===== config.mk =====
export PLATFORM = sky130hd
export DESIGN_NAME = regfile_read_seq_flat
export DESIGN_NICKNAME = d
export VERILOG_FILES = /design/src/rtl/regfile_read_seq_if.sv /design/src/rtl/regfile_read_seq.sv /design/src/flat_wrapper.sv
export SDC_FILE = /design/constraint.sdc
export NUM_CORES = 1
export LEC_CHECK = 0
export CAP_MARGIN = 10
export CELL_PAD_IN_SITES_DETAIL_PLACEMENT = 1
export CELL_PAD_IN_SITES_GLOBAL_PLACEMENT = 1
export CORE_MARGIN = 2
export CORE_UTILIZATION = 35
export CTS_CLUSTER_DIAMETER = 50
export CTS_CLUSTER_SIZE = 25
export DETAILED_ROUTE_END_ITERATION = 10
export PLACE_DENSITY_LB_ADDON = 0.25
export SLEW_MARGIN = 20
export SYNTH_ARGS = -nofsm -noshare
export SYNTH_HDL_FRONTEND = slang
export SYNTH_SLANG_ARGS = --single-unit

===== constraint.sdc =====
create_clock -name clk -period 18.7 [get_ports clk]
set_input_delay 5.61 -clock clk [delete_from_list [all_inputs] [get_ports clk]]
set_output_delay 5.61 -clock clk [all_outputs]
set_load 0.02 [all_outputs]

===== src/rtl/regfile_read_seq_if.sv =====
// -----------------------------------------------------------------------------
// regfile_read_seq_if
//
// Purpose: bundles every non-clock/reset signal of regfile_read_seq into one
// interface so the sequencer, its producer, the register file and the
// consumer all share a single connection point.
//
// Signal groups:
//   request   : in_valid / in_ready, src_addr0..3, src_en
//   rf read   : rf_raddr_a/b (to RF), rf_rdata_a/b (combinational from RF)
//   bypass    : wr1_en/addr/data, wr2_en/addr/data (RF write ports, watched)
//   response  : out_valid / out_ready, op0..op3
//
// Modports:
//   slave  - the sequencer's view (drives in_ready, rf_raddr_*, out_valid, ops)
//   master - the surrounding logic's view (everything else)
// -----------------------------------------------------------------------------
interface regfile_read_seq_if #(
    parameter int DATA_W = 32,
    parameter int ADDR_W = 5
);
    logic              in_valid;
    logic              in_ready;
    logic [ADDR_W-1:0] src_addr0;
    logic [ADDR_W-1:0] src_addr1;
    logic [ADDR_W-1:0] src_addr2;
    logic [ADDR_W-1:0] src_addr3;
    logic [3:0]        src_en;

    logic [ADDR_W-1:0] rf_raddr_a;
    logic [ADDR_W-1:0] rf_raddr_b;
    logic [DATA_W-1:0] rf_rdata_a;
    logic [DATA_W-1:0] rf_rdata_b;

    logic              wr1_en;
    logic [ADDR_W-1:0] wr1_addr;
    logic [DATA_W-1:0] wr1_data;
    logic              wr2_en;
    logic [ADDR_W-1:0] wr2_addr;
    logic [DATA_W-1:0] wr2_data;

    logic              out_valid;
    logic              out_ready;
    logic [DATA_W-1:0] op0;
    logic [DATA_W-1:0] op1;
    logic [DATA_W-1:0] op2;
    logic [DATA_W-1:0] op3;

    modport slave (
        input  in_valid, src_addr0, src_addr1, src_addr2, src_addr3, src_en,
        input  rf_rdata_a, rf_rdata_b,
        input  wr1_en, wr1_addr, wr1_data, wr2_en, wr2_addr, wr2_data,
        input  out_ready,
        output in_ready, rf_raddr_a, rf_raddr_b,
        output out_valid, op0, op1, op2, op3
    );

    modport master (
        output in_valid, src_addr0, src_addr1, src_addr2, src_addr3, src_en,
        output rf_rdata_a, rf_rdata_b,
        output wr1_en, wr1_addr, wr1_data, wr2_en, wr2_addr, wr2_data,
        output out_ready,
        input  in_ready, rf_raddr_a, rf_raddr_b,
        input  out_valid, op0, op1, op2, op3
    );
endinterface


===== src/rtl/regfile_read_seq.sv =====
// -----------------------------------------------------------------------------
// regfile_read_seq
//
// Purpose: reads up to four source operands through a two-port register file.
// Operands 0/1 are read in RD_LO, operands 2/3 in RD_HI (skipped when neither
// is enabled). Each read is bypassed from the two RF write ports (wr2 wins
// over wr1, both win over the RF array) and snapshotted into output flops,
// which are presented with a valid/ready handshake from DONE.
//
// Ports:
//   clk   - single clock, all state changes on posedge
//   reset - asynchronous, active-high; returns to IDLE and clears all state
//   bus   - regfile_read_seq_if.slave (request, RF read, bypass, response)
//
// Latency: bundle accepted in cycle T -> out_valid in T+2 (ops 2/3 disabled)
// or T+3 (otherwise). DONE with out_ready and in_valid re-accepts directly.
// -----------------------------------------------------------------------------
module regfile_read_seq #(
    parameter int DATA_W = 32,
    parameter int ADDR_W = 5
) (
    input  logic              clk,
    input  logic              reset,
    regfile_read_seq_if.slave bus
);
    typedef enum logic [1:0] {
        IDLE  = 2'd0,
        RD_LO = 2'd1,
        RD_HI = 2'd2,
        DONE  = 2'd3
    } state_t;

    state_t            state_q, state_d;
    logic [ADDR_W-1:0] addr_q [4];
    logic [ADDR_W-1:0] addr_d [4];
    logic [3:0]        en_q, en_d;
    logic [DATA_W-1:0] op_q [4];
    logic [DATA_W-1:0] op_d [4];
    logic              out_valid_q, out_valid_d;

    logic [ADDR_W-1:0] src_addr [4];
    logic [ADDR_W-1:0] raddr [2];
    logic [DATA_W-1:0] rdata [2];
    logic [DATA_W-1:0] fwd_data [2];
    logic              in_ready;
    logic              accept;

    assign src_addr[0] = bus.src_addr0;
    assign src_addr[1] = bus.src_addr1;
    assign src_addr[2] = bus.src_addr2;
    assign src_addr[3] = bus.src_addr3;

    assign rdata[0] = bus.rf_rdata_a;
    assign rdata[1] = bus.rf_rdata_b;

    assign bus.rf_raddr_a = raddr[0];
    assign bus.rf_raddr_b = raddr[1];

    assign in_ready      = (state_q == IDLE) | ((state_q == DONE) & bus.out_ready);
    assign accept        = bus.in_valid & in_ready;
    assign bus.in_ready  = in_ready;
    assign bus.out_valid = out_valid_q;
    assign bus.op0       = op_q[0];
    assign bus.op1       = op_q[1];
    assign bus.op2       = op_q[2];
    assign bus.op3       = op_q[3];

    // Read addresses depend only on registered state, kept apart from the
    // next-state block so the bypass path below is not a combinational loop.
    always_comb begin
        raddr[0] = '0;
        raddr[1] = '0;
        case (state_q)
            RD_LO: begin
                raddr[0] = addr_q[0];
                raddr[1] = addr_q[1];
            end
            RD_HI: begin
                raddr[0] = addr_q[2];
                raddr[1] = addr_q[3];
            end
            default: begin
                raddr[0] = '0;
                raddr[1] = '0;
            end
        endcase
    end

    // Per read port: a write landing this very edge is newer than the RF
    // contents, and wr2 is the later of the two writers.
    generate
        for (genvar gi = 0; gi < 2; gi++) begin : g_fwd
            assign fwd_data[gi] =
                (bus.wr2_en && (bus.wr2_addr == raddr[gi])) ? bus.wr2_data :
                (bus.wr1_en && (bus.wr1_addr == raddr[gi])) ? bus.wr1_data :
                                                              rdata[gi];
        end
    endgenerate

    always_comb begin
        state_d     = state_q;
        en_d        = en_q;
        out_valid_d = out_valid_q;
        for (int i = 0; i < 4; i++) begin
            addr_d[i] = addr_q[i];
            op_d[i]   = op_q[i];
        end

        case (state_q)
            IDLE: begin
                if (accept) begin
                    state_d = RD_LO;
                end
            end
            RD_LO: begin
                op_d[0] = en_q[0] ? fwd_data[0] : '0;
                op_d[1] = en_q[1] ? fwd_data[1] : '0;
                // Cleared here so a skipped RD_HI still presents zeros.
                op_d[2] = '0;
                op_d[3] = '0;
                if (en_q[3:2] != 2'b00) begin
                    state_d = RD_HI;
                end else begin
                    state_d     = DONE;
                    out_valid_d = 1'b1;
                end
            end
            RD_HI: begin
                op_d[2]     = en_q[2] ? fwd_data[0] : '0;
                op_d[3]     = en_q[3] ? fwd_data[1] : '0;
                state_d     = DONE;
                out_valid_d = 1'b1;
            end
            DONE: begin
                if (bus.out_ready) begin
                    out_valid_d = 1'b0;
                    state_d     = bus.in_valid ? RD_LO : IDLE;
                end
            end
            default: begin
                state_d     = IDLE;
                out_valid_d = 1'b0;
            end
        endcase

        // accept is only possible in IDLE or in DONE with out_ready.
        if (accept) begin
            en_d = bus.src_en;
            for (int i = 0; i < 4; i++) begin
                addr_d[i] = src_addr[i];
            end
        end
    end

    always_ff @(posedge clk or posedge reset) begin
        if (reset) begin
            state_q     <= IDLE;
            en_q        <= '0;
            out_valid_q <= 1'b0;
            for (int i = 0; i < 4; i++) begin
                addr_q[i] <= '0;
                op_q[i]   <= '0;
            end
        end else begin
            state_q     <= state_d;
            en_q        <= en_d;
            out_valid_q <= out_valid_d;
            for (int i = 0; i < 4; i++) begin
                addr_q[i] <= addr_d[i];
                op_q[i]   <= op_d[i];
            end
        end
    end
endmodule


===== src/flat_wrapper.sv =====
// flat-port wrapper written by rule: the top's interface ports become plain ports
module regfile_read_seq_flat 
#(
    parameter int DATA_W = 32,
    parameter int ADDR_W = 5
)
  (clk, reset, bus_in_valid, bus_src_addr0, bus_src_addr1, bus_src_addr2, bus_src_addr3, bus_src_en, bus_rf_rdata_a, bus_rf_rdata_b, bus_wr1_en, bus_wr1_addr, bus_wr1_data, bus_wr2_en, bus_wr2_addr, bus_wr2_data, bus_out_ready, bus_in_ready, bus_rf_raddr_a, bus_rf_raddr_b, bus_out_valid, bus_op0, bus_op1, bus_op2, bus_op3);
  regfile_read_seq_if #(.DATA_W(DATA_W), .ADDR_W(ADDR_W)) bus_i ();
  input  logic clk;
  input  logic reset;
  input wire logic [$bits(bus_i.in_valid)-1:0] bus_in_valid;
  input wire logic [$bits(bus_i.src_addr0)-1:0] bus_src_addr0;
  input wire logic [$bits(bus_i.src_addr1)-1:0] bus_src_addr1;
  input wire logic [$bits(bus_i.src_addr2)-1:0] bus_src_addr2;
  input wire logic [$bits(bus_i.src_addr3)-1:0] bus_src_addr3;
  input wire logic [$bits(bus_i.src_en)-1:0] bus_src_en;
  input wire logic [$bits(bus_i.rf_rdata_a)-1:0] bus_rf_rdata_a;
  input wire logic [$bits(bus_i.rf_rdata_b)-1:0] bus_rf_rdata_b;
  input wire logic [$bits(bus_i.wr1_en)-1:0] bus_wr1_en;
  input wire logic [$bits(bus_i.wr1_addr)-1:0] bus_wr1_addr;
  input wire logic [$bits(bus_i.wr1_data)-1:0] bus_wr1_data;
  input wire logic [$bits(bus_i.wr2_en)-1:0] bus_wr2_en;
  input wire logic [$bits(bus_i.wr2_addr)-1:0] bus_wr2_addr;
  input wire logic [$bits(bus_i.wr2_data)-1:0] bus_wr2_data;
  input wire logic [$bits(bus_i.out_ready)-1:0] bus_out_ready;
  output wire logic [$bits(bus_i.in_ready)-1:0] bus_in_ready;
  output wire logic [$bits(bus_i.rf_raddr_a)-1:0] bus_rf_raddr_a;
  output wire logic [$bits(bus_i.rf_raddr_b)-1:0] bus_rf_raddr_b;
  output wire logic [$bits(bus_i.out_valid)-1:0] bus_out_valid;
  output wire logic [$bits(bus_i.op0)-1:0] bus_op0;
  output wire logic [$bits(bus_i.op1)-1:0] bus_op1;
  output wire logic [$bits(bus_i.op2)-1:0] bus_op2;
  output wire logic [$bits(bus_i.op3)-1:0] bus_op3;
  assign bus_i.in_valid = bus_in_valid;
  assign bus_i.src_addr0 = bus_src_addr0;
  assign bus_i.src_addr1 = bus_src_addr1;
  assign bus_i.src_addr2 = bus_src_addr2;
  assign bus_i.src_addr3 = bus_src_addr3;
  assign bus_i.src_en = bus_src_en;
  assign bus_i.rf_rdata_a = bus_rf_rdata_a;
  assign bus_i.rf_rdata_b = bus_rf_rdata_b;
  assign bus_i.wr1_en = bus_wr1_en;
  assign bus_i.wr1_addr = bus_wr1_addr;
  assign bus_i.wr1_data = bus_wr1_data;
  assign bus_i.wr2_en = bus_wr2_en;
  assign bus_i.wr2_addr = bus_wr2_addr;
  assign bus_i.wr2_data = bus_wr2_data;
  assign bus_i.out_ready = bus_out_ready;
  assign bus_in_ready = bus_i.in_ready;
  assign bus_rf_raddr_a = bus_i.rf_raddr_a;
  assign bus_rf_raddr_b = bus_i.rf_raddr_b;
  assign bus_out_valid = bus_i.out_valid;
  assign bus_op0 = bus_i.op0;
  assign bus_op1 = bus_i.op1;
  assign bus_op2 = bus_i.op2;
  assign bus_op3 = bus_i.op3;
  regfile_read_seq #(.DATA_W(DATA_W), .ADDR_W(ADDR_W)) u_core (.clk(clk), .reset(reset), .bus(bus_i));
endmodule

==> metrics.txt <==
# TYPE chip_impl_metric gauge
chip_impl_info{name="run_status",value="complete, no violations"} 1
chip_impl_metric{name="worst-slew-pin-transition",unit="ns"} 1.074
chip_impl_metric{name="fp.dieH",unit="um"} 152.5
chip_impl_metric{name="maxCapViolations",unit=""} 0
chip_impl_metric{name="area.growth.synth_to_final",unit="%"} 49.55
chip_impl_info{name="mostFrequentLayoutCells",value="307 x sky130_fd_sc_hd__clkdlybuf4s50_1, 155 x sky130_fd_sc_hd__dfrtp_1, 103 x sky130_fd_sc_hd__nand2_1"} 1
chip_impl_metric{name="syn_area",unit="mm2"} 0.007720
chip_impl_metric{name="min_period",unit="ns"} 12.47
chip_impl_info{name="synth-main-ff-cell",value="sky130_fd_sc_hd__dfrtp_1"} 1
chip_impl_metric{name="port_buffers",unit=""} 307
chip_impl_metric{name="min_period_over_period",unit="%"} 66.69
chip_impl_metric{name="slew_viol_final",unit=""} 0
chip_impl_metric{name="holdBufCountCts",unit=""} 0
chip_impl_metric{name="drt_first_pass_iters",unit=""} 4
chip_impl_metric{name="rr_worst_depth",unit=""} 10
chip_impl_metric{name="layout.cell_area.non_filler",unit="mm2"} 0.01154
chip_impl_metric{name="finalSetupTns",unit="ns"} 0
chip_impl_metric{name="drtIter0Drc",unit=""} 320
chip_impl_metric{name="initial_antenna_violation_count",unit=""} 1
chip_impl_metric{name="flip_flop_and_latch_count_after_synthesis",unit=""} 155
chip_impl_metric{name="final_layout_size_suffix_gt1_share",unit="%"} 11.72
chip_impl_metric{name="multiInputGateArea",unit="mm2"} 0.003550
chip_impl_metric{name="wl_per_cell",unit="um"} 23.02
chip_impl_metric{name="clk_pin_slew",unit="ns"} 0.07
chip_impl_metric{name="antenna_violating_nets_post_route",unit=""} 0
chip_impl_metric{name="drcViolationCount",unit=""} 0
chip_impl_metric{name="hold_viol",unit=""} 0
chip_impl_metric{name="synth.yosys.seq_area_share",unit="%"} 50.24
chip_impl_metric{name="synth-edff-count",unit=""} 0
chip_impl_metric{name="critPathMaxFanout",unit=""} 3
chip_impl_info{name="critical_path.startpoint_type",value="primary input"} 1
chip_impl_metric{name="groute.usage.overall",unit="%"} 25.04
chip_impl_info{name="setup.worst_path.class",value="in -> out"} 1
chip_impl_info{name="timing.critical_path.to_type",value="output pin"} 1
chip_impl_info{name="grt_setup_unrepaired",value="no"} 1
chip_impl_metric{name="die_area",unit="mm2"} 0.02326
chip_impl_metric{name="dieWidth",unit="um"} 152.5
chip_impl_metric{name="irDropWorstVdd",unit="mV"} 0.09637
chip_impl_metric{name="total_cell_area_at_the_placement_stage",unit="mm2"} 0.01097
chip_impl_metric{name="power.density_cell_area",unit="mW/mm2"} 157.6
chip_impl_metric{name="setup-violations-final",unit=""} 0
chip_impl_metric{name="gr-total-overflow",unit=""} 0
chip_impl_info{name="reg2reg_from",value="u_core.state_q[1]"} 1
chip_impl_metric{name="post_cts.resized_instances",unit=""} 0
chip_impl_metric{name="finClkSkew",unit="ns"} 0.01198
chip_impl_metric{name="maximum_number_of_pins_on_one_net_before_global_route_repair",unit=""} 94
chip_impl_metric{name="dpl.hpwl",unit="mm"} 19.69
chip_impl_info{name="hold_path_startpoint",value="u_core.bus.op1[21]"} 1
chip_impl_metric{name="max_slew_margin_vs_limit",unit="%"} 28.25
chip_impl_metric{name="cellLeakagePower",unit="nW"} 5.005
chip_impl_metric{name="fillers",unit=""} 2349
chip_impl_metric{name="arrival",unit="ns"} 6.86
chip_impl_metric{name="clockBufferDepth",unit=""} 2
chip_impl_metric{name="vias",unit=""} 7015
chip_impl_metric{name="rows",unit=""} 54
chip_impl_metric{name="critPathRequiredTime",unit="ns"} 13.09
chip_impl_metric{name="core",unit="mm2"} 0.02176
chip_impl_metric{name="vias_per_cell",unit=""} 5.524
chip_impl_metric{name="grt_pass1_vias",unit=""} 7626
chip_impl_metric{name="max_clock_freq",unit="MHz"} 80.19
chip_impl_info{name="most_common_library_cell_in_the_layout_ignoring_fill_and_taps",value="sky130_fd_sc_hd__clkdlybuf4s50_1"} 1
chip_impl_metric{name="place.gp.congestion",unit=""} 0.7726
chip_impl_metric{name="yosysWarningCount",unit=""} 0
chip_impl_metric{name="mappedNetlistNets",unit=""} 874
chip_impl_metric{name="htree_levels",unit=""} 4
chip_impl_info{name="clock_tree.root_cell",value="sky130_fd_sc_hd__clkbuf_16"} 1
chip_impl_metric{name="floorplan.io_pins",unit=""} 308
chip_impl_metric{name="number_of_distinct_standard_cells_referenced_by_the_synthesized_netlist",unit=""} 37
chip_impl_metric{name="worst_skew_pair.late_latency",unit="ns"} 0.42
chip_impl_metric{name="cts_inserted_buffers",unit=""} 17
chip_impl_metric{name="diodes",unit=""} 0
chip_impl_metric{name="clock_sinks",unit=""} 155
chip_impl_metric{name="synthCells",unit=""} 701
chip_impl_metric{name="wire_length_of_the_first_global_routing_pass",unit="mm"} 45.34
chip_impl_metric{name="floorplan.initialDensity",unit="%"} 35.48
chip_impl_info{name="worstHoldPathType",value="reg -> reg"} 1
chip_impl_metric{name="num-nets-final",unit=""} 1151
chip_impl_metric{name="register_area",unit="mm2"} 0.003879
chip_impl_metric{name="synth_area_per_cell",unit="um2"} 11.01
chip_impl_info{name="worstSetupStartpoint",value="bus_out_ready"} 1
chip_impl_info{name="cts_tree",value="done"} 1
chip_impl_metric{name="synth_async_sr_flop_share",unit="%"} 100.0
chip_impl_metric{name="hold_path_depth",unit=""} 2
chip_impl_metric{name="post_cts.repair.setup_buffers",unit=""} 0
chip_impl_metric{name="totalWireLength",unit="mm"} 29.24
[final timing paths]
| path | slack, ns | end |
|---|---|---|
| hold reg to reg | 0.49 | u_core.bus.op1[21] |
| setup / recovery | 6.23 | bus_in_ready |
| hold / removal | 0.49 | u_core.bus.op1[21] |
| min in group asynchronous | 5.73 | u_core.bus.op0[24] |
| setup reg to reg | 14.62 | u_core.bus.op3[12] |
| max in group asynchronous | 11.50 | u_core.bus.op3[13] |
[stage by stage]
stage | std cells | setup slack, ns | hold slack (ns) | utilization [%] | total power (W)
after global routing | 1270 | 6.166 | 0.5120 | 53.07 | 0.001921
after detailed placement | 1239 | 6.226 | 0.4776 | 50.44 | 0.001486
after global placement | 1239 | 6.235 | 0.4712 | 50.44 | 0.001463
after CTS | 1270 | 6.229 | 0.4979 | 53.07 | 0.001839
final | 1270 | 6.230 | 0.4935 | 53.07 | 0.001820
after floorplan | 701 | 7.271 | 0.4802 | - | 0.001070
[cell families after synthesis]
logic type / count (synthesis) / synth area share (%)
XOR/XNOR: 4 / 0.4538
adder cells (fa/ha/maj): 5 / 0.8104
flip-flops: 155 / 50.24
AO/OA/AOI/OAI: 228 / 23.34
buffers and inverters: 71 / 4.424
AND/OR/NAND/NOR: 149 / 8.784
multiplexers: 89 / 11.94
[synth_stat cells, types with 2 or more instances]
master	instances	area (um2)
sky130_fd_sc_hd__dfrtp_1	155	3879
sky130_fd_sc_hd__nand2_1	103	386.6
sky130_fd_sc_hd__o21ai_0	71	355.3
sky130_fd_sc_hd__a22oi_1	67	503.0
sky130_fd_sc_hd__mux2i_1	64	640.6
sky130_fd_sc_hd__o221ai_1	34	297.8
sky130_fd_sc_hd__clkbuf_1	31	116.4
sky130_fd_sc_hd__o221ai_2	30	450.4
sky130_fd_sc_hd__mux2_2	25	281.5
sky130_fd_sc_hd__buf_2	18	90.09
sky130_fd_sc_hd__inv_1	12	45.04
sky130_fd_sc_hd__o21ai_1	11	55.05
sky130_fd_sc_hd__nor2_1	8	30.03
sky130_fd_sc_hd__nand2b_1	7	43.79
sky130_fd_sc_hd__buf_6	6	67.56
sky130_fd_sc_hd__nand3_1	6	30.03
sky130_fd_sc_hd__nor3_1	6	30.03
sky130_fd_sc_hd__a22oi_2	5	62.56
sky130_fd_sc_hd__ha_1	5	62.56
sky130_fd_sc_hd__nand3b_1	4	30.03
sky130_fd_sc_hd__nand4b_1	4	35.03
sky130_fd_sc_hd__or3_1	4	25.02
sky130_fd_sc_hd__xor2_1	4	35.03
sky130_fd_sc_hd__a22o_1	3	26.28
sky130_fd_sc_hd__o22ai_1	3	18.77
sky130_fd_sc_hd__buf_4	2	15.01
sky130_fd_sc_hd__nand4b_2	2	30.03
sky130_fd_sc_hd__or2_1	2	12.51
[registers in the layout, summed over array words and instances, names as in the netlist]
register	count
u_core.state_q	2
u_core.en_q	4
u_core.bus.op3	32
u_core.bus.out_valid	1
u_core.bus.op1	32
u_core.addr_q	20
u_core.bus.op2	32
u_core.bus.op0	32
[worst max-delay path: stages]
cell                              delay (ns)
sky130_fd_sc_hd__clkdlybuf4s50_1        0.51
sky130_fd_sc_hd__nand2_1                0.06
sky130_fd_sc_hd__nand2_1                0.08
sky130_fd_sc_hd__clkdlybuf4s50_1        0.60
[power by group]
| part | internal, W | switching [W] |
|---|---|---|
| clock | 0.000190 | 0.000155 |
| combinational | 0.000385 | 0.000553 |
| sequential | 0.000462 | 0.0000737 |
[layer usage]
metal	global-route usage (%)	routed length [um]	vias to the layer above	share of wire [%]
li1	-	-	3185	-
met1	32.03	12690	3544	43
met2	43.03	14370	249	49
met3	5.575	1671	35	5.7
met4	6.702	493	2	1.7
met5	0	13	-	0.044
[cell type report]
class                      count  share of cell area (%)
multi-input combinational    475                   30.75
timing repair buffer         316                   27.20
sequential                   155                   33.60
clock inverter                13                   1.149
clock buffer                  18                   3.804
tap                          280                   3.035
inverter                      13                  0.4660
No activity file was read; power rests on OpenSTA's default activity.
